### src/rtl/snn_learning_pkg.sv
// Shared types, widths and helpers for the on-chip STDP learning blocks.
package snn_learning_pkg;

    typedef enum logic [1:0] {
        IDLE = 2'd0,
        POT  = 2'd1,
        DEP  = 2'd2
    } upd_state_t;

    localparam int AGE_W   = 4;
    localparam int AGE_MAX = 15;
    localparam int TD_W    = 5;

    typedef logic signed [TD_W-1:0] td_t;

    // An age of zero means "never spiked", so it never falls inside a window.
    function automatic logic age_in_window(input logic [AGE_W-1:0] age, input int window);
        return (age != '0) && (int'(age) <= window);
    endfunction

endpackage

### src/rtl/stdp_age_tracker.sv
// Saturating spike-age counter: 1 on the spike cycle, counts up to AGE_MAX, 0 until the first spike.
module stdp_age_tracker
    import snn_learning_pkg::*;
(
    input  logic             clock,
    input  logic             reset,
    input  logic             spike,
    output logic [AGE_W-1:0] age
);

    localparam logic [AGE_W-1:0] AGE_ONE = AGE_W'(1);
    localparam logic [AGE_W-1:0] AGE_SAT = AGE_W'(AGE_MAX);

    always_ff @(posedge clock) begin
        if (reset) begin
            age <= '0;
        end else if (spike) begin
            age <= AGE_ONE;
        end else if ((age != '0) && (age != AGE_SAT)) begin
            age <= age + AGE_ONE;
        end
    end

endmodule

### src/rtl/stdp_weight_update_engine.sv
// STDP weight engine for one post-neuron: captures pre/post timing per synapse and sweeps
// the synapse array applying calcium-gated, saturating potentiation and depression.
module stdp_weight_update_engine
    import snn_learning_pkg::*;
#(
    parameter int NUM_SYN = 16,
    parameter int W_WIDTH = 8,
    parameter int W_INIT  = 128,
    parameter int W_MAX   = 255,
    parameter int W_MIN   = 0,
    parameter int DW_POT  = 4,
    parameter int DW_DEP  = 2,
    parameter int WINDOW  = 12
)(
    input  logic                       clock,
    input  logic                       reset,
    input  logic                       learn_en,
    input  logic [NUM_SYN-1:0]         pre_spike,
    input  logic                       post_spike,
    input  logic                       calcium_status,
    output td_t                        time_difference,
    output logic [NUM_SYN*W_WIDTH-1:0] weights,
    output logic                       busy,
    output logic                       sweep_done,
    output upd_state_t                 fsm_state
);

    localparam int IDX_W = (NUM_SYN > 1) ? $clog2(NUM_SYN) : 1;
    localparam logic [IDX_W-1:0]   LAST_IDX = IDX_W'(NUM_SYN - 1);
    localparam logic [W_WIDTH:0]   POT_STEP = (W_WIDTH + 1)'(DW_POT);
    localparam logic [W_WIDTH:0]   DEP_STEP = (W_WIDTH + 1)'(DW_DEP);
    localparam logic [W_WIDTH:0]   W_MAX_X  = (W_WIDTH + 1)'(W_MAX);
    localparam logic [W_WIDTH:0]   W_MIN_X  = (W_WIDTH + 1)'(W_MIN);
    localparam logic [W_WIDTH-1:0] W_MAX_V  = W_WIDTH'(W_MAX);
    localparam logic [W_WIDTH-1:0] W_MIN_V  = W_WIDTH'(W_MIN);
    localparam logic [W_WIDTH-1:0] W_INIT_V = W_WIDTH'(W_INIT);

    logic [AGE_W-1:0]   pre_age [NUM_SYN];
    logic [AGE_W-1:0]   post_age;

    upd_state_t         state;
    upd_state_t         state_n;
    logic [IDX_W-1:0]   idx;
    logic [IDX_W-1:0]   idx_n;

    logic [NUM_SYN-1:0] pot_pend;
    logic [NUM_SYN-1:0] dep_pend;
    logic [NUM_SYN-1:0] pot_pend_n;
    logic [NUM_SYN-1:0] dep_pend_n;
    logic [NUM_SYN-1:0] pot_cap;
    logic [NUM_SYN-1:0] dep_cap;
    logic [AGE_W-1:0]   pot_td [NUM_SYN];
    logic [AGE_W-1:0]   dep_td [NUM_SYN];

    logic [W_WIDTH-1:0] w_q [NUM_SYN];
    logic [W_WIDTH-1:0] w_new;
    logic [W_WIDTH:0]   w_ext;
    logic [W_WIDTH:0]   pot_sum;
    logic [W_WIDTH:0]   dep_diff;
    logic               w_we;

    logic               srv_pend;
    logic [AGE_W-1:0]   srv_td;

    for (genvar g = 0; g < NUM_SYN; g++) begin : g_pre_age
        stdp_age_tracker u_pre_age (
            .clock (clock),
            .reset (reset),
            .spike (pre_spike[g]),
            .age   (pre_age[g])
        );
    end

    stdp_age_tracker u_post_age (
        .clock (clock),
        .reset (reset),
        .spike (post_spike),
        .age   (post_age)
    );

    // Coincident pre and post spikes carry no timing information, so neither direction captures.
    always_comb begin
        pot_cap = '0;
        dep_cap = '0;
        for (int i = 0; i < NUM_SYN; i++) begin
            pot_cap[i] = learn_en && post_spike && !pre_spike[i] &&
                         age_in_window(pre_age[i], WINDOW);
            dep_cap[i] = learn_en && pre_spike[i] && !post_spike &&
                         age_in_window(post_age, WINDOW);
        end
    end

    // A fresh capture into the bit under service overrides its clear.
    always_comb begin
        pot_pend_n = pot_pend;
        dep_pend_n = dep_pend;
        for (int i = 0; i < NUM_SYN; i++) begin
            if ((state == POT) && (idx == IDX_W'(i))) pot_pend_n[i] = 1'b0;
            if ((state == DEP) && (idx == IDX_W'(i))) dep_pend_n[i] = 1'b0;
            if (pot_cap[i]) pot_pend_n[i] = 1'b1;
            if (dep_cap[i]) dep_pend_n[i] = 1'b1;
        end
    end

    always_comb begin
        srv_pend        = 1'b0;
        srv_td          = '0;
        time_difference = '0;
        case (state)
            POT: begin
                srv_pend = pot_pend[idx];
                srv_td   = pot_td[idx];
            end
            DEP: begin
                srv_pend = dep_pend[idx];
                srv_td   = dep_td[idx];
            end
            default: ;
        endcase
        if (srv_pend) begin
            time_difference = (state == DEP) ? -td_t'({1'b0, srv_td}) : td_t'({1'b0, srv_td});
        end
    end

    // One extra bit of headroom makes both overflow and underflow visible before clamping.
    always_comb begin
        w_ext    = {1'b0, w_q[idx]};
        pot_sum  = w_ext + POT_STEP;
        dep_diff = w_ext - DEP_STEP;
        w_new    = w_q[idx];
        if (state == POT) begin
            w_new = (pot_sum > W_MAX_X) ? W_MAX_V : pot_sum[W_WIDTH-1:0];
        end else if (state == DEP) begin
            w_new = (dep_diff[W_WIDTH] || (dep_diff < W_MIN_X)) ? W_MIN_V : dep_diff[W_WIDTH-1:0];
        end
        w_we = srv_pend && learn_en && calcium_status;
    end

    // The end of a sweep decides exactly like IDLE does, so back-to-back sweeps have no bubble.
    always_comb begin
        state_n = state;
        idx_n   = idx;
        if ((state == IDLE) || (idx == LAST_IDX)) begin
            idx_n = '0;
            if (|pot_pend_n) begin
                state_n = POT;
            end else if (|dep_pend_n) begin
                state_n = DEP;
            end else begin
                state_n = IDLE;
            end
        end else begin
            idx_n = idx + 1'b1;
        end
    end

    always_ff @(posedge clock) begin
        if (reset) begin
            state      <= IDLE;
            idx        <= '0;
            pot_pend   <= '0;
            dep_pend   <= '0;
            busy       <= 1'b0;
            sweep_done <= 1'b0;
            for (int i = 0; i < NUM_SYN; i++) begin
                pot_td[i] <= '0;
                dep_td[i] <= '0;
                w_q[i]    <= W_INIT_V;
            end
        end else begin
            state      <= state_n;
            idx        <= idx_n;
            pot_pend   <= pot_pend_n;
            dep_pend   <= dep_pend_n;
            busy       <= (state_n != IDLE);
            sweep_done <= (state_n != IDLE) && (idx_n == LAST_IDX);
            for (int i = 0; i < NUM_SYN; i++) begin
                if (pot_cap[i]) pot_td[i] <= pre_age[i];
                if (dep_cap[i]) dep_td[i] <= post_age;
            end
            if (w_we) w_q[idx] <= w_new;
        end
    end

    always_comb begin
        weights = '0;
        for (int i = 0; i < NUM_SYN; i++) begin
            weights[i*W_WIDTH +: W_WIDTH] = w_q[i];
        end
    end

    assign fsm_state = state;

endmodule

### config.mk
export PLATFORM = sky130hd
export DESIGN_NAME = stdp_weight_update_engine
export DESIGN_NICKNAME = d
export VERILOG_FILES = /design/src/rtl/snn_learning_pkg.sv /design/src/rtl/stdp_age_tracker.sv /design/src/rtl/stdp_weight_update_engine.sv
export SDC_FILE = /design/constraint.sdc
export NUM_CORES = 1
export LEC_CHECK = 0
export CELL_PAD_IN_SITES_DETAIL_PLACEMENT = 0
export CELL_PAD_IN_SITES_GLOBAL_PLACEMENT = 1
export CORE_AREA = 3 3 199 201
export CTS_CLUSTER_SIZE = 12
export DETAILED_ROUTE_END_ITERATION = 10
export DIE_AREA = 0 0 202 204
export PLACE_DENSITY = 0.79
export RECOVER_POWER = 50
export SETUP_SLACK_MARGIN = 0.2
export SYNTH_ARGS = -nofsm -noshare
export SYNTH_HDL_FRONTEND = slang
export SYNTH_SLANG_ARGS = --single-unit
### constraint.sdc
create_clock -name clock -period 4.5 [get_ports clock]
set_input_delay 0.9 -clock clock [delete_from_list [all_inputs] [get_ports clock]]
set_output_delay 0.9 -clock clock [all_outputs]
set_load 0.01 [all_outputs]
==> impl_summary.txt, run 1 <==
----------------------------------------------------
[Power]
  Final Total Pwr ... 8.49 mW
  Largest vdd supply drop ... 0.244 mV
  Static leakage power ... 7.64 nW
  Power per unit of standard cell area ... slightly below 400 nW/um2

[Worst setup path]
  Worst path arrival time ... roughly 3.4 ns
  Buffers & Inverters on Critical Path ... 2
  Cell count along the critical path ... 10
  Library cell contributing the largest single delay on the critical path ... sky130_fd_sc_hd__mux4_2
  Worst path cell trace ... buf_12, mux4_2, mux4_2, a22oi_2, nand2b_1, ha_1, nand2b_1, xnor2_1, nor2_1, dlygate4sd2_1
  Sort of element at the end of the critical path ... primary output
  Crit start category ... register
  Required @ worst endpoint ... roughly 3.6 ns
  Worst-path fanout max ... 6
  Critical path class ... reg2out
  CP peak stage delay ... approximately 0.56 ns
  Crit-path leading delay family ... multiplexers
  Register-to-Register Path Depth ... 14

[STA]
  Setup repair after global routing missed its margin ... true
  Worst slew margin relative to its limit ... -0.593
  Aggregate negative setup slack ... 0 ns
  Worst-margin pin slew ... 2.39 ns
  F_max ... 0.233 GHz
  Final slew viol count ... 100
  Post-layout minimum cycle time ... ~4.3 ns
  Setup violators final ... 0
  Skew final ... around 0.014 ns
  Post-route clock period utilization ... 0.954
  Fin worst setup slack ... approximately 0.21 ns
  Final Hold Viols ... 0

[Synthesis]
  Net count after synthesis ... 1557
  Dominant synthesized flop cell ... sky130_fd_sc_hd__edfxtp_1
  Share of synthesized flip-flops with an asynchronous set or reset ... 0
  Synth Cell Area ... between 15000 and 20000 um2
  Number of synthesized register bits ... 364
  Sequential cell area fraction in the yosys report ... 0.556
  Number of synthesis warnings ... 0
  Number of flops mapped to enable cells by yosys ... around 260
  Largest cells by area after synthesis ... sky130_fd_sc_hd__edfxtp_1 (43%), sky130_fd_sc_hd__dfxtp_1 (12%), sky130_fd_sc_hd__mux4_2 (9.8%)
  Average footprint of a synthesized cell ... 11.9 um2
  Biggest area consumer among synthesized cells ... sky130_fd_sc_hd__edfxtp_1
  Count of mapped cells out of synthesis ... 1488
  Unique cell type count in the Yosys netlist ... 72
  Portion of synthesized cell area occupied by the leading cell type ... 0.434

[Final layout]
  Most common cell after layout, fill and taps aside ... sky130_fd_sc_hd__edfxtp_1
  Number of fill cells in the layout ... 3190
  Share of cells above drive strength 1 ... 0.133
  Number of non-filler instances in the completed layout ... around 2200
  Leading cell types in the layout, fill and taps excluded ... sky130_fd_sc_hd__edfxtp_1 (256), sky130_fd_sc_hd__nor2_1 (225), sky130_fd_sc_hd__dlygate4sd3_1 (138)
  Antenna diode instance count ... 0
  Synthesis-to-finish area growth ... 20.6%
  Area of all placed cells without fillers ... 21400 um2
  # nets final ... 1731

[Min path]
  Worst hold path class ... reg2reg
  Hold depth ... 2

[Placement]
  Routability cong. ... 0.917
  Instance area at placement ... 20000 um2
  Total of buffers placed on input and output ports ... around 160
  Detailed-placement wirelength estimate ... 36.9 mm
  Setup Slack @ Placement ... ~0.24 ns
  Total instance count after detailed placement ... 2121

[Floorplanning]
  Initial Util ... 0.469
  DIE WIDTH ... 202 um
  Placeable core region ... ~38000 um2
  Die Span Y ... 204 um
  Die area ... 41200 um2
  Number of primary I/O pins ... 158
  Row cnt ... 71

[Detailed routing]
  Number of vias per cell ... 5.93
  1st-iter DRT viols ... 1400
  Number of antenna-violating nets in the routed design ... 0
  Wire length after detailed routing ... 51.2 mm
  Drt drc ... 0
  DR WL/cell ... 23.2 um
  Count of vias placed by the detailed router ... 13100
  First drt pass iteration count ... 5

[Global routing]
  GR Util All Layers ... 0.243
  First-pass GRT wire length ... 76.9 mm
  Vias in the first global route ... approximately 13000
  Antenna violations before repair ... 1
  Largest net degree at the start of global routing ... 66
  Final global-route overflow total ... 0

[Clock tree]
  CTS tree ... done
  Clock transition time at the flip-flop clock pins of the worst setup and hold paths ... 0.06 ns
  Depth of the CTS H-tree ... 2
  Number of sinks handled by clock tree synthesis ... 364
  Root cell of the clock tree ... sky130_fd_sc_hd__clkbuf_16
  Clock Path Buffers ... 3
  Insertion delay of the later-clocked pin in the worst-skew pair ... 0.52 ns
  Clock buffer count from CTS ... 41

[Run]
  Number of max-cap violations ... 2

[Run status]
  Violated checks ... capacitance limit, slew limit
  Status ... complete, but fails checks

----------------------------------------------------
where the power goes:
part	total, mW	switching, mW	internal [mW]
sequential	3.84	0.108	3.73
combinational	1.48	0.878	0.600
clock	3.18	1.29	1.88
sequential cells by signal, summed over array words and instances, names as in the netlist:
register                 cells
fsm_state                    2
dep_pend                    16
dep_td                      64
w_q                        128
g_pre_age.u_pre_age.age     64
pot_td                      64
sweep_done                   1
pot_pend                    16
u_post_age.age               4
busy                         1
idx                          4
through the flow:
step | utilization | hold WS [ns]
5_1_grt | 0.566 | 0.534
6_report | 0.566 | 0.506
4_1_cts | 0.566 | 0.501
3_3_place_gp | 0.529 | 0.488
3_5_place_dp | 0.529 | 0.489
2_1_floorplan | - | 0.463
per-layer routing:
layer	vias up	GRT usage	wire length (um)
met5	-	0	17
met4	2	0.0715	1440
met2	581	0.391	24000
met3	111	0.0569	4470
li1	5912	-	-
met1	6461	0.332	21300
area by class of cell:
| class | instances | area (um2) | area share |
|---|---|---|---|
| clock inverter | 11 | 100 | 0.00468 |
| inverter | 72 | 272 | 0.0127 |
| tap | 511 | 639 | 0.0299 |
| timing repair buffer | 218 | 2080 | 0.0974 |
| sequential | 364 | 9860 | 0.461 |
| clock buffer | 62 | 1160 | 0.0541 |
| multi-input combinational | 965 | 7270 | 0.340 |
worst register-to-register path, cell delays in order, from the launching register on:
cell and delay, ns:
sky130_fd_sc_hd__dfxtp_4 0.44, sky130_fd_sc_hd__buf_12 0.15, sky130_fd_sc_hd__buf_4 0.16, sky130_fd_sc_hd__buf_12 0.22, sky130_fd_sc_hd__mux4_1 0.60, sky130_fd_sc_hd__nand2_1 0.12
sky130_fd_sc_hd__and4_2 0.32, sky130_fd_sc_hd__inv_1 0.12, sky130_fd_sc_hd__ha_2 0.26, sky130_fd_sc_hd__and3_1 0.16, sky130_fd_sc_hd__or4_4 0.52, sky130_fd_sc_hd__a22o_1 0.26
sky130_fd_sc_hd__o221ai_2 0.15, sky130_fd_sc_hd__buf_6 0.26, sky130_fd_sc_hd__a21oi_1 0.11
final timing paths:
path                     from                  to  slack [ns]
setup reg to reg       idx[0]           w_q[0][2]        0.38
hold / removal    pot_pend[1]         pot_pend[1]        0.51
setup / recovery       idx[0]  time_difference[2]        0.21
hold reg to reg   pot_pend[1]         pot_pend[1]        0.51
synth_stat cells (6+ instances only):
cell and instances:
sky130_fd_sc_hd__nand2_1 90, sky130_fd_sc_hd__a2111oi_0 23, sky130_fd_sc_hd__ha_1 48, sky130_fd_sc_hd__inv_1 70, sky130_fd_sc_hd__a22o_1 7, sky130_fd_sc_hd__nand3_1 62, sky130_fd_sc_hd__buf_1 8, sky130_fd_sc_hd__nand2b_1 20
sky130_fd_sc_hd__mux2i_1 17, sky130_fd_sc_hd__nand4_1 16, sky130_fd_sc_hd__or4_1 7, sky130_fd_sc_hd__xnor2_1 27, sky130_fd_sc_hd__a21oi_2 11, sky130_fd_sc_hd__edfxtp_1 256, sky130_fd_sc_hd__and2_1 8, sky130_fd_sc_hd__a22oi_1 11
sky130_fd_sc_hd__o21ai_0 30, sky130_fd_sc_hd__and3b_1 11, sky130_fd_sc_hd__nor4_1 7, sky130_fd_sc_hd__nor3b_1 20, sky130_fd_sc_hd__buf_2 17, sky130_fd_sc_hd__and3_1 21, sky130_fd_sc_hd__mux4_1 8, sky130_fd_sc_hd__nor3_1 72
sky130_fd_sc_hd__mux4_2 77, sky130_fd_sc_hd__nor2b_1 9, sky130_fd_sc_hd__nand3b_1 6, sky130_fd_sc_hd__o211ai_1 13, sky130_fd_sc_hd__dfxtp_1 108, sky130_fd_sc_hd__a21oi_1 42, sky130_fd_sc_hd__clkbuf_1 55, sky130_fd_sc_hd__or2_2 7
sky130_fd_sc_hd__nor2_1 225, sky130_fd_sc_hd__a31oi_1 16
cells by family (layout without fill, tap and decap cells):
kind of cell               count (synthesis)  after routing  share of synthesized area
and+or+nand+nor                          601            601                      0.165
DFF                                      364            364                      0.556
AOI/OAI and AO/OA                        187            187                     0.0751
adders and majority gates                 48             48                     0.0339
xor gates and xnor gates                  27             27                     0.0133
buffers and inverters                    159            363                     0.0375
muxes                                    102            102                      0.119
repair_timing:
action / CTS / global route
pin swaps: 2 / 1
setup endpoints to repair: 5 / 127
resized for setup: 9 / 10
hold buffers: 0 / 0
setup buffers: 8 / 1
Power figures use the tool's default switching activity.
==> run 2: changes to the inputs <==
clock period = 4.4 ns   (was 4.5 ns; I/O delays follow)
==> impl_summary.txt, run 2 (synthesis gave the netlist of run 1 again) <==
----------------------------------------------------
[Clock tree]
  Clock transition time at the flip-flop clock pins of the worst setup and hold paths ... 0.06 ns (about the same)
  CTS tree ... done
  Number of sinks handled by clock tree synthesis ... 364 (unchanged)
  Clock buffer count from CTS ... 41 (unchanged)
  Depth of the CTS H-tree ... 2 (unchanged)
  Clock Path Buffers ... 3 (unchanged)
  # hold bufs at CTS ... 0 (unchanged)
  Root cell of the clock tree ... sky130_fd_sc_hd__clkbuf_16
  Insertion delay of the later-clocked pin in the worst-skew pair ... 0.54 ns (+0.02 ns)

[STA]
  Worst slew margin relative to its limit ... -0.287 (+0.305)
  Skew final ... 0.0133 ns (-0.000474 ns)
  Post-layout minimum cycle time ... between 4 and 5 ns
  Setup repair after global routing missed its margin ... true
  Setup violators final ... 0 (unchanged)
  Final slew viol count ... 165 (+65%)
  Aggregate negative setup slack ... 0 ns (unchanged)
  Worst-margin pin slew ... 1.93 ns (-0.458 ns)
  Final Hold Viols ... 0 (unchanged)
  F_max ... 0.243 GHz
  Fin worst setup slack ... 0.282 ns (+0.0736 ns)
  Post-route clock period utilization ... 0.936

[Final layout]
  Most common cell after layout, fill and taps aside ... sky130_fd_sc_hd__edfxtp_1
  Share of cells above drive strength 1 ... 0.149 (+0.0160)
  Leading cell types in the layout, fill and taps excluded ... sky130_fd_sc_hd__edfxtp_1 (256), sky130_fd_sc_hd__nor2_1 (225), sky130_fd_sc_hd__dlygate4sd3_1 (133)
  Most flops, register ... w_q
  Antenna diode instance count ... 0 (unchanged)
  Max reg flops ... 128 (unchanged)
  Number of fill cells in the layout ... 3088 (-3.2%)
  Area of all sequential standard cells ... 9860 um2 (unchanged)
  Synthesis-to-finish area growth ... 22.0%
  Area of the multi-input gates ... 7250 um2 (-0.21%)
  # nets final ... 1749 (+1.0%)

[Worst setup path]
  Worst path cell trace ... buf_6, buf_12, mux4_2, mux4_2, a22oi_2, buf_4, buf_4, nor2_1, clkdlybuf4s50_1
  Critical path class ... reg2out
  Crit-path leading delay family ... multiplexers
  Register-to-Register Path Depth ... 14 (unchanged)
  Required @ worst endpoint ... 3.52 ns (-0.08 ns)
  Library cell contributing the largest single delay on the critical path ... sky130_fd_sc_hd__mux4_2
  Worst-path fanout max ... 6 (unchanged)
  Crit start category ... register
  CP peak stage delay ... 0.55 ns (about the same)
  Sort of element at the end of the critical path ... primary output
  Cell count along the critical path ... 9 (-1)
  Buffers & Inverters on Critical Path ... 5 (+3)
  Worst path arrival time ... 3.24 ns (-0.15 ns)
  Register-to-register setup slack ... 0.38 ns (about the same)

[Min path]
  Hold depth ... 2 (unchanged)
  Worst hold path class ... reg2reg

[Global routing]
  Antenna violations before repair ... 2 (+1)
  First-pass GRT wire length ... 76.8 mm (-0.18%)
  Final global-route overflow total ... 0 (unchanged)
  Vias in the first global route ... 12600 (-0.57%)
  Largest net degree at the start of global routing ... 89 (+35%)
  GR Util All Layers ... 0.245 (+0.00184)

[Floorplanning]
  Row cnt ... 71 (unchanged)
  Number of primary I/O pins ... 158 (unchanged)
  Initial Util ... 0.469 (unchanged)
  Die Span Y ... 204 um (unchanged)
  Die area ... 41200 um2 (unchanged)
  Placeable core region ... 37800 um2 (unchanged)
  DIE WIDTH ... 202 um (unchanged)

[Detailed routing]
  1st-iter DRT viols ... 1170 (-16%)
  Number of vias per cell ... 5.91 (-0.44%)
  Count of vias placed by the detailed router ... 13100 (+0.46%)
  Drt drc ... 0 (unchanged)
  DR WL/cell ... 23.2 um (-0.32%)
  Number of antenna-violating nets in the routed design ... 0 (unchanged)
  Wire length after detailed routing ... 51.5 mm (+0.58%)
  First drt pass iteration count ... 5 (unchanged)

[Placement]
  Setup Slack @ Placement ... 0.126 ns (-0.114 ns)
  Routability cong. ... 0.917 (about the same)
  Detailed-placement wirelength estimate ... 36.8 mm (-0.35%)
  Total of buffers placed on input and output ports ... 157 (unchanged)

[Run]
  Number of max-cap violations ... 3 (+1)

[Power]
  Part of the power in the clock network ... 0.375 (about the same)
  Switching power ... 2.36 mW (+3.6%)
  Largest vdd supply drop ... 0.364 mV (+49%)
  Static leakage power ... 7.76 nW (+1.6%)
  Portion of total power attributed to sequential cells ... 0.444 (-0.008)
  Power per unit of standard cell area ... 408 nW/um2 (+2.7%)
  Switching Share ... 0.268 (-0.000752)
  Comb power frac ... 0.182 (+0.008)
  Internal power component ... 6.46 mW (+4.0%)

[Run status]
  Violated checks ... capacitance limit, slew limit
  Status ... complete, but fails checks

----------------------------------------------------
## run 2: final timing paths
| kind | from | endpoint |
|---|---|---|
| min reg2reg | dep_pend[0] | dep_pend[0] |
| max reg2reg | idx[0] | w_q[13][2] |
| max | idx[0] | time_difference[0] |
| min | dep_pend[0] | dep_pend[0] |
## run 2: what timing repair did
| action | in CTS | in global routing |
|---|---|---|
| gates cloned | 3 | 0 |
| buffers inserted | 13 | 5 |
| setup endpoints to repair | 70 | 160 |
| endpoints found under the hold margin | 0 | 0 |
| pin swaps | 1 | 5 |
| resized for setup | 10 | 18 |
## run 2: per-layer routing
layer / vias up / wire length, um / GRT usage
li1: 5954 / - / -
met1: 6452 / 20800 / 0.330
met2: 611 / 24400 / 0.398
met3: 106 / 4630 / 0.0535
met4: 4 / 1570 / 0.0795
met5: - / 27 / 0
## run 2: power groups by stage
stage,clock network (mW),registers (mW),logic (mW)
finish,3.30,3.91,1.60
global route,3.49,3.93,1.71
CTS,3.35,3.92,1.58
detailed placement,0,4.00,1.46
global placement,0,4.00,1.45
floorplan,0,3.96,0.948
## run 2: area by class of cell
cell class / instances / area share
clock buffers: 60 / 0.0546
clock inverters: 15 / 0.00561
inverters: 72 / 0.0126
multi-input cells: 965 / 0.335
flip-flops and latches: 364 / 0.456
well taps: 511 / 0.0296
repair buffers: 236 / 0.107
## run 2: stage by stage
step                 util  instance area [um2]  std cells  hold WS [ns]  power, mW
floorplan               -                17700       1488         0.463       4.90
detailed placement  0.530                20000       2127         0.503       5.46
global route        0.573                21600       2223         0.528       9.12
CTS                 0.571                21600       2218         0.511       8.84
global placement    0.530                20000       2127         0.485       5.45
finish              0.573                21600       2223         0.506       8.82
## run 2: tightest hold or removal path: stages (launching register included)
cell	delay, ns
sky130_fd_sc_hd__dfxtp_1	0.30
sky130_fd_sc_hd__o21ai_0	0.08
sky130_fd_sc_hd__a21oi_1	0.07
